## src/rtl/wb_pkg.sv

```systemverilog
// Shared types and helpers for the Wishbone width down-converter.
package wb_pkg;

  typedef enum logic [1:0] {
    ST_IDLE,
    ST_BEAT,
    ST_ACK,
    ST_ERR
  } state_e;

  // Beat-index width; a 1:1 ratio still keeps a 1-bit index.
  function automatic int beat_w(input int ratio);
    return (ratio > 1) ? $clog2(ratio) : 1;
  endfunction

  // Big-endian: beat 0 occupies the most significant lane.
  function automatic int lane_of(input int ratio, input int beat);
    return ratio - 1 - beat;
  endfunction

endpackage

```

## src/rtl/wb_width_downsizer_timeout.sv

```systemverilog
// Loadable down-counter bounding the wait for a beat acknowledge.
module wb_timeout_ctr #(
  parameter int TIMEOUT_CYC = 255
) (
  input  logic clk_i,
  input  logic rst_i,
  input  logic load_i,
  input  logic dec_i,
  output logic expired_o
);

  localparam int CW = (TIMEOUT_CYC > 1) ? $clog2(TIMEOUT_CYC) : 1;
  // Loading TIMEOUT_CYC-1 makes the TIMEOUT_CYC-th beat cycle the expiry cycle.
  localparam logic [CW-1:0] LOAD_V = (TIMEOUT_CYC > 0) ? CW'(TIMEOUT_CYC - 1) : '0;

  logic [CW-1:0] cnt_q, cnt_d;

  always_comb begin
    cnt_d = cnt_q;
    if (load_i) begin
      cnt_d = LOAD_V;
    end else if (dec_i && (cnt_q != '0)) begin
      cnt_d = cnt_q - 1'b1;
    end
  end

  always_ff @(posedge clk_i or posedge rst_i) begin
    if (rst_i) begin
      cnt_q <= '0;
    end else begin
      cnt_q <= cnt_d;
    end
  end

  assign expired_o = (TIMEOUT_CYC != 0) && (cnt_q == '0);

endmodule

```

## src/rtl/wb_width_downsizer.sv

```systemverilog
// Wishbone classic width down-converter: one wide slave access becomes
// up to S_DW/M_DW narrow master beats, skipping lanes with no byte selects.
module wb_width_downsizer
  import wb_pkg::*;
#(
  parameter int S_DW        = 32,
  parameter int M_DW        = 16,
  parameter int AW          = 21,
  parameter int TIMEOUT_CYC = 255
) (
  input  logic                               clk_i,
  input  logic                               rst_i,
  input  logic [AW-1:0]                      s_adr_i,
  input  logic [S_DW-1:0]                    s_dat_i,
  output logic [S_DW-1:0]                    s_dat_o,
  input  logic [S_DW/8-1:0]                  s_sel_i,
  input  logic                               s_we_i,
  input  logic                               s_stb_i,
  input  logic                               s_cyc_i,
  output logic                               s_ack_o,
  output logic                               s_err_o,
  output logic [AW+$clog2(S_DW/M_DW)-1:0]    m_adr_o,
  output logic [M_DW-1:0]                    m_dat_o,
  input  logic [M_DW-1:0]                    m_dat_i,
  output logic [M_DW/8-1:0]                  m_sel_o,
  output logic                               m_we_o,
  output logic                               m_stb_o,
  output logic                               m_cyc_o,
  input  logic                               m_ack_i
);

  localparam int RATIO = S_DW / M_DW;
  localparam int BW    = beat_w(RATIO);
  localparam int MSW   = M_DW / 8;

  state_e                     state_q;
  logic [AW-1:0]              adr_q;
  logic [RATIO-1:0][M_DW-1:0] dat_q;
  logic [RATIO-1:0][M_DW-1:0] rbuf_q;
  logic [RATIO-1:0][MSW-1:0]  sel_q;
  logic [RATIO-1:0][MSW-1:0]  sel_in;
  logic                       we_q;
  logic [BW-1:0]              beat_q;
  logic [BW-1:0]              first_k;
  logic [BW-1:0]              next_k;
  logic [BW-1:0]              lane_idx;
  logic [RATIO-1:0]           grp_nz_in;
  logic [RATIO-1:0]           grp_nz_q;
  logic                       first_vld;
  logic                       next_vld;
  logic                       in_beat;
  logic                       accept;
  logic                       tmo_load;
  logic                       tmo_exp;

  assign sel_in = s_sel_i;

  for (genvar g = 0; g < RATIO; g++) begin : g_grp
    assign grp_nz_in[g] = |sel_in[lane_of(RATIO, g)];
    assign grp_nz_q[g]  = |sel_q[lane_of(RATIO, g)];
  end

  // Lowest-numbered active beat, and the next active beat after beat_q.
  always_comb begin
    first_vld = 1'b0;
    first_k   = '0;
    next_vld  = 1'b0;
    next_k    = '0;
    for (int k = RATIO - 1; k >= 0; k--) begin
      if (grp_nz_in[k]) begin
        first_vld = 1'b1;
        first_k   = BW'(k);
      end
      if (grp_nz_q[k] && (k > int'(beat_q))) begin
        next_vld = 1'b1;
        next_k   = BW'(k);
      end
    end
  end

  assign in_beat  = (state_q == ST_BEAT);
  assign accept   = (state_q == ST_IDLE) && s_cyc_i && s_stb_i;
  assign tmo_load = (accept && first_vld) || (in_beat && s_cyc_i && m_ack_i && next_vld);
  assign lane_idx = BW'(RATIO - 1) - beat_q;

  wb_timeout_ctr #(
    .TIMEOUT_CYC(TIMEOUT_CYC)
  ) u_tmo (
    .clk_i    (clk_i),
    .rst_i    (rst_i),
    .load_i   (tmo_load),
    .dec_i    (in_beat),
    .expired_o(tmo_exp)
  );

  always_ff @(posedge clk_i or posedge rst_i) begin
    if (rst_i) begin
      state_q <= ST_IDLE;
      adr_q   <= '0;
      dat_q   <= '0;
      sel_q   <= '0;
      we_q    <= 1'b0;
      beat_q  <= '0;
      rbuf_q  <= '0;
    end else begin
      case (state_q)
        ST_IDLE: begin
          if (accept) begin
            adr_q  <= s_adr_i;
            dat_q  <= s_dat_i;
            sel_q  <= s_sel_i;
            we_q   <= s_we_i;
            rbuf_q <= '0;
            beat_q <= first_k;
            state_q <= first_vld ? ST_BEAT : ST_ACK;
          end
        end
        ST_BEAT: begin
          // Abort beats a same-cycle ack; an ack beats a same-cycle expiry.
          if (!s_cyc_i) begin
            state_q <= ST_IDLE;
          end else if (m_ack_i) begin
            if (!we_q) begin
              rbuf_q[lane_idx] <= m_dat_i;
            end
            if (next_vld) begin
              beat_q <= next_k;
            end else begin
              state_q <= ST_ACK;
            end
          end else if (tmo_exp) begin
            state_q <= ST_ERR;
          end
        end
        default: state_q <= ST_IDLE;
      endcase
    end
  end

  if (RATIO > 1) begin : g_adr_wide
    assign m_adr_o = in_beat ? {adr_q, beat_q} : '0;
  end else begin : g_adr_pass
    assign m_adr_o = in_beat ? adr_q : '0;
  end

  assign m_cyc_o = in_beat;
  assign m_stb_o = in_beat;
  assign m_we_o  = in_beat && we_q;
  assign m_dat_o = in_beat ? dat_q[lane_idx] : '0;
  assign m_sel_o = in_beat ? sel_q[lane_idx] : '0;
  assign s_ack_o = (state_q == ST_ACK);
  assign s_err_o = (state_q == ST_ERR);
  assign s_dat_o = (state_q == ST_ACK) ? rbuf_q : '0;

endmodule

```

## config.mk

```make
export PLATFORM = sky130hd
export DESIGN_NAME = wb_width_downsizer
export DESIGN_NICKNAME = d
export VERILOG_FILES = /design/src/rtl/wb_pkg.sv /design/src/rtl/wb_width_downsizer_timeout.sv /design/src/rtl/wb_width_downsizer.sv
export SDC_FILE = /design/constraint.sdc
export NUM_CORES = 1
export LEC_CHECK = 0
export BUFFER_PORTS_ARGS = -buffer_cell sky130_fd_sc_hd__buf_2
export CAP_MARGIN = 10
export CORE_ASPECT_RATIO = 0.5
export CORE_MARGIN = 2
export CORE_UTILIZATION = 50
export CTS_CLUSTER_SIZE = 40
export DETAILED_ROUTE_END_ITERATION = 16
export PLACE_DENSITY = 0.78
export REMOVE_ABC_BUFFERS = 1
export SLEW_MARGIN = 20
export SYNTH_ARGS = -nofsm -noshare
export SYNTH_HDL_FRONTEND = slang
export SYNTH_SLANG_ARGS = --single-unit
```

## constraint.sdc

```tcl
create_clock -name clk_i -period 3.9 [get_ports clk_i]
set_input_delay 0.39 -clock clk_i [delete_from_list [all_inputs] [get_ports clk_i]]
set_output_delay 0.39 -clock clk_i [all_outputs]
set_load 0.05 [all_outputs]
```

# Word-level counts from Yosys, hierarchy flattened
# Index checks and enable logic that the tools add are counted.
# word_totals
reg_bits	101
inputBits	79
out_inout_bits	77
elab_cells	83
# op_classes
addsub	2
magnitude_cmp	3
n_eq_ne	10
n_mux	34
reduce_logical	23
# ops
op	n
$mux 32	5
$mux 16	4
$pmux 32 s2	1
$bwmux 32	1
$mux 22	1
$mux 2	9
$demux 16 s1	1
$mux 8	2
$logic_and 1x1->1	10
$ne 2x2->1 const B	5
$reduce_and 5->1	2
$logic_not 8->1	1
$mux 1	8
$reduce_bool 8->1	1
$sub 8x1->8 const B	1
$reduce_or 2->1	3
$eq 2x2->1 const B	2
$ne 4x3->1 const B	1
$ne 4x4->1 const B	1
$pmux 2 s2	1
$reduce_bool 2->1	2
$reduce_and 3->1	1
$eq 2x1->1 const B	1
$logic_not 2->1	1
7 further kinds	7

# Longest topological paths before layout
# logic_depth
ltp_word	10
ltp_mapped	8
depth_no_buf	6

# Hierarchy
# From an unflattened synthesis, not the netlist that was laid out.
# unflattened
hier_cells	376
hier_area_um2	4699.5
# modules_own_cells
module	instances	cells_per_inst	area_per_inst_um2	seq_area_each_um2
wb_width_downsizer	1	329	4236.6	2327.2
wb_timeout_ctr	1	47	462.9	200.2

# Worst setup path after synthesis
# No wires, ideal clock.
# synth_path
path_type	reg-to-output
from	reg state_q[1]
to	out m_adr_o[13]
arrival_time_ns	1.982
t_required_ns	3.510
setup_slack_ns	1.528
path_stages_with_launch	7
path_buffers	3
cell_sequence	dfrtp_1 nand2b_1 buf_6 inv_2 buf_2 clkbuf_1 and2_1
# synth_between
elab_chain_cells	2
# synth_lines
item	line_no	rtl
start, declared	wb_width_downsizer.sv:36	state_e state_q;
start signal, assigned	wb_width_downsizer.sv:115	state_q <= first_vld ? ST_BEAT : ST_ACK;
$eq 2x1->1	wb_width_downsizer.sv:81	assign in_beat = (state_q == ST_BEAT);
via m_cyc_o	wb_width_downsizer.sv:28	output logic m_cyc_o,
$mux 22	wb_width_downsizer.sv:141	assign m_adr_o = in_beat ? {adr_q, beat_q} : '0;
end, declared	wb_width_downsizer.sv:22	output logic [AW+$clog2(S_DW/M_DW)-1:0] m_adr_o,
# The timed path passes the listed nets, and every way through them passes these cells.

# Worst setup path in the final report
# layout_path
from	reg beat_q
to	out m_sel_o[1]
# layout_between
elab_chain_cells	4
# layout_lines
item	line_no	rtl
start, declared	wb_width_downsizer.sv:43	logic [BW-1:0] beat_q;
start signal, assigned	wb_width_downsizer.sv:114	beat_q <= first_k;
start signal, assigned	wb_width_downsizer.sv:127	beat_q <= next_k;
$sub 1x1->1	wb_width_downsizer.sv:84	assign lane_idx = BW'(RATIO - 1) - beat_q;
$mux 2 (not written as such) (2 in series)	wb_width_downsizer.sv:150	assign m_sel_o = in_beat ? sel_q[lane_idx] : '0;
$mux 2	wb_width_downsizer.sv:150	
end, declared	wb_width_downsizer.sv:25	output logic [M_DW/8-1:0] m_sel_o,
# No other way between the ends. The select of a mux whose other input is x is not followed.

==> metrics.txt <==
status finished, final reports clean; Critical path origin beat_q; clock sinks 101; Worst R2R Path Depth 5; Clock power frac 34.4%; Total GRT Usage 21.8%; initial core utilization 50.8%; die area 10,300 sq um; critical path's slowest cell dfrtp_1; # rows 25; Final Cycle Share 64.8%; Synth cell types 43; Layout area overhead 25.8%; Crit path buffers/inverters 2; leak pwr 0.00325 uW; Critical Path AT 2.14 ns; Register-to-Register Setup Slack 1.84 ns; most common cell after layout, fill and taps aside nand2_1; share of layout cells above drive strength 1 29.8%; Sw Share 31.5%; wire length per cell 14.0 um; Reg-to-Reg Start state_q[1]; element type at the critical path start flop; Final min period 2.53 ns; HPWL after DPL 7310 um; unrepaired setup endpoints after global routing false; core outline area 9320 sq um; CTS Hold Bufs 0; Crit Path Category reg2out; DIE WIDTH 142 um; Synthesis Warnings 0; internal power 2310 uW; Hold Vio Cnt, Final 0; peak supply drop 0.288 mV; post-cts resize count 0; routed via count 3,968; Synth Register Bits 101; Post-CTS Setup Inserts 0; global-route wire length before repair 17,800 um; Syn Area/Cell 9.41 sq um; top layer in use met4; sequential power share 41.7%; gate count of the mapped netlist 503; DRT Pass-1 Iters 4; Seq/Total Area, Yosys 53.4%; Post-route DRC 0; final setup skew 0.00570 ns; gpl congestion 0.827; Worst Path Required 3.51 ns; I/O Pins 156; fmax 0.396 GHz; CTS Buf Count 9; critical path fanouts, max 19; # setup viols final 0; max-cap violations 0; Tightest Pin Transition 1.03 ns; Clock Latency Late Sink 0.35 ns; Vias/cell 5.17; post-route ant nets 0; largest net degree at the start of global routing 90; normalized max-slew margin 31.5%; clk slew on worst S/H paths 0.07 ns; WL met2 5410 um; reg-to-reg critical path endpoint rbuf_q[18]; die height 72.8 um; Combinational Power Share 23.9%; drt initial violations 235; layout net count 723; DRT met1 WL 4610 um; PwrDens 565 nW/um^2; Max Buffers Root-to-Sink 2; Cell Area, Placed 5560 sq um; WP depth 4; antenna violations before repair 0; fin area 5950 sq um; CTS root buf clkbuf_16; Congestion Overflow GR 0; most frequent cells in the layout nand2_1 (182), buf_2 (155), dfrtp_1 (101), and2_1 (56), a32o_1 (32); vias in the first global route 3,847; Post-Syn Area 4730 sq um; net switching power 1060 uW; Core Util, Final 63.9%; Buffers on Ports 155; Crit path max-delay family flip-flops; worst path cell trace buf_4 -> mux2i_1 -> nor2_1 -> buf_2; TNS Setup 0 ns; H-tree levels 3; crit end category primary output; TritonCTS clock tree yes; wire length on met3 527 um; max-slew violation count 0; routed wire length 10,800 um; ant diodes 0; Hold Crit Class in2async; CP peak stage delay 1.02 ns
[cells in the mapped netlist, drive strengths merged]
cell type  instances  share of area [%]
a21oi              2               0.21
a22oi              1               0.16
a31oi              1               0.13
a32o              32                6.8
and2              58                7.8
buf               15                2.0
clkbuf            20                1.6
dfrtp            101                 53
ha                 2               0.53
inv                4               0.32
mux2i             20                4.2
nand2            182                 14
nand2b             4               0.53
nand3              2               0.21
nand3b             2               0.58
nor2              24                1.9
nor2b              3               0.40
nor3               2               0.21
nor3b              2               0.56
nor4               3               0.40
o2111ai            1               0.19
o211ai             4               0.63
o21a               1               0.16
o21ai              5               0.61
o32a               1               0.21
or2                2               0.26
or3                3               0.40
or3b               1               0.19
or4                3               0.58
xnor2              1               0.19
xor2               1               0.19
[worst max path at each step]
| stage | endpoint | slack [ns] |
|---|---|---|
| 6_report | m_sel_o[1] | 1.37 |
| 3_3_place_gp | m_sel_o[0] | 1.74 |
| 5_1_grt | m_sel_o[1] | 1.25 |
| 2_1_floorplan | adr_q[0] | 0.86 |
| 4_1_cts | m_sel_o[1] | 1.34 |
| 3_5_place_dp | m_sel_o[1] | 1.71 |
[cell families after synthesis]
logic type	after synthesis	share of synthesized area, %
XOR/XNOR	2	0.370
multiplexers	20	4.23
AND/OR/NAND/NOR	291	28.4
adder cells (fa/ha/maj)	2	0.529
buffers and inverters	39	3.97
flip-flops	101	53.4
AO/OA/AOI/OAI	48	9.07
[power groups by stage]
stage	Clock (uW)	Combinational (uW)	Sequential, uW
after floorplan	0	603	1390
after global routing	1220	889	1430
after detailed placement	0	811	1420
after CTS	1180	815	1400
after global placement	0	792	1410
final	1160	804	1400
[worst reg2reg max path: stages, from the launching register on]
cell and delay (ns):
dfrtp_1 0.40, nand2b_1 0.42, inv_2 0.31, and2_4 0.26
nand3b_4 0.28, a32o_1 0.29
[state kept, by name, summed over array words and instances, names as in the netlist]
name	cells
adr_q	21
beat_q	1
dat_q	32
rbuf_q	32
sel_q	4
state_q	2
u_tmo.cnt_q	8
we_q	1
[final cells by class]
cell class                 count  area, sq um
clock buffer                   9          225
inverter                       4         20.0
fill                         757         3370
sequential                   101         2530
clock inverter                 7          168
timing repair buffer         163          836
tap                          121          151
multi-input combinational    363         2030
[per-stage QoR]
| step | instances | setup WS, ns | power [uW] | hold slack [ns] |
|---|---|---|---|---|
| 6_report | 768 | 1.37 | 3360 | 0.194 |
| 4_1_cts | 768 | 1.34 | 3390 | 0.221 |
| 3_5_place_dp | 752 | 1.71 | 2230 | 0.454 |
| 5_1_grt | 768 | 1.25 | 3540 | 0.230 |
| 3_3_place_gp | 752 | 1.74 | 2200 | 0.450 |
| 2_1_floorplan | 468 | 0.863 | 1990 | 0.437 |
[layer usage]
metal	global-route usage, %	up-vias
met4	8.00	0
met1	27.1	1921
met5	0	-
met3	5.31	18
met2	38.0	96
li1	-	1933
Note: power is estimated with default switching activity, not from simulation.
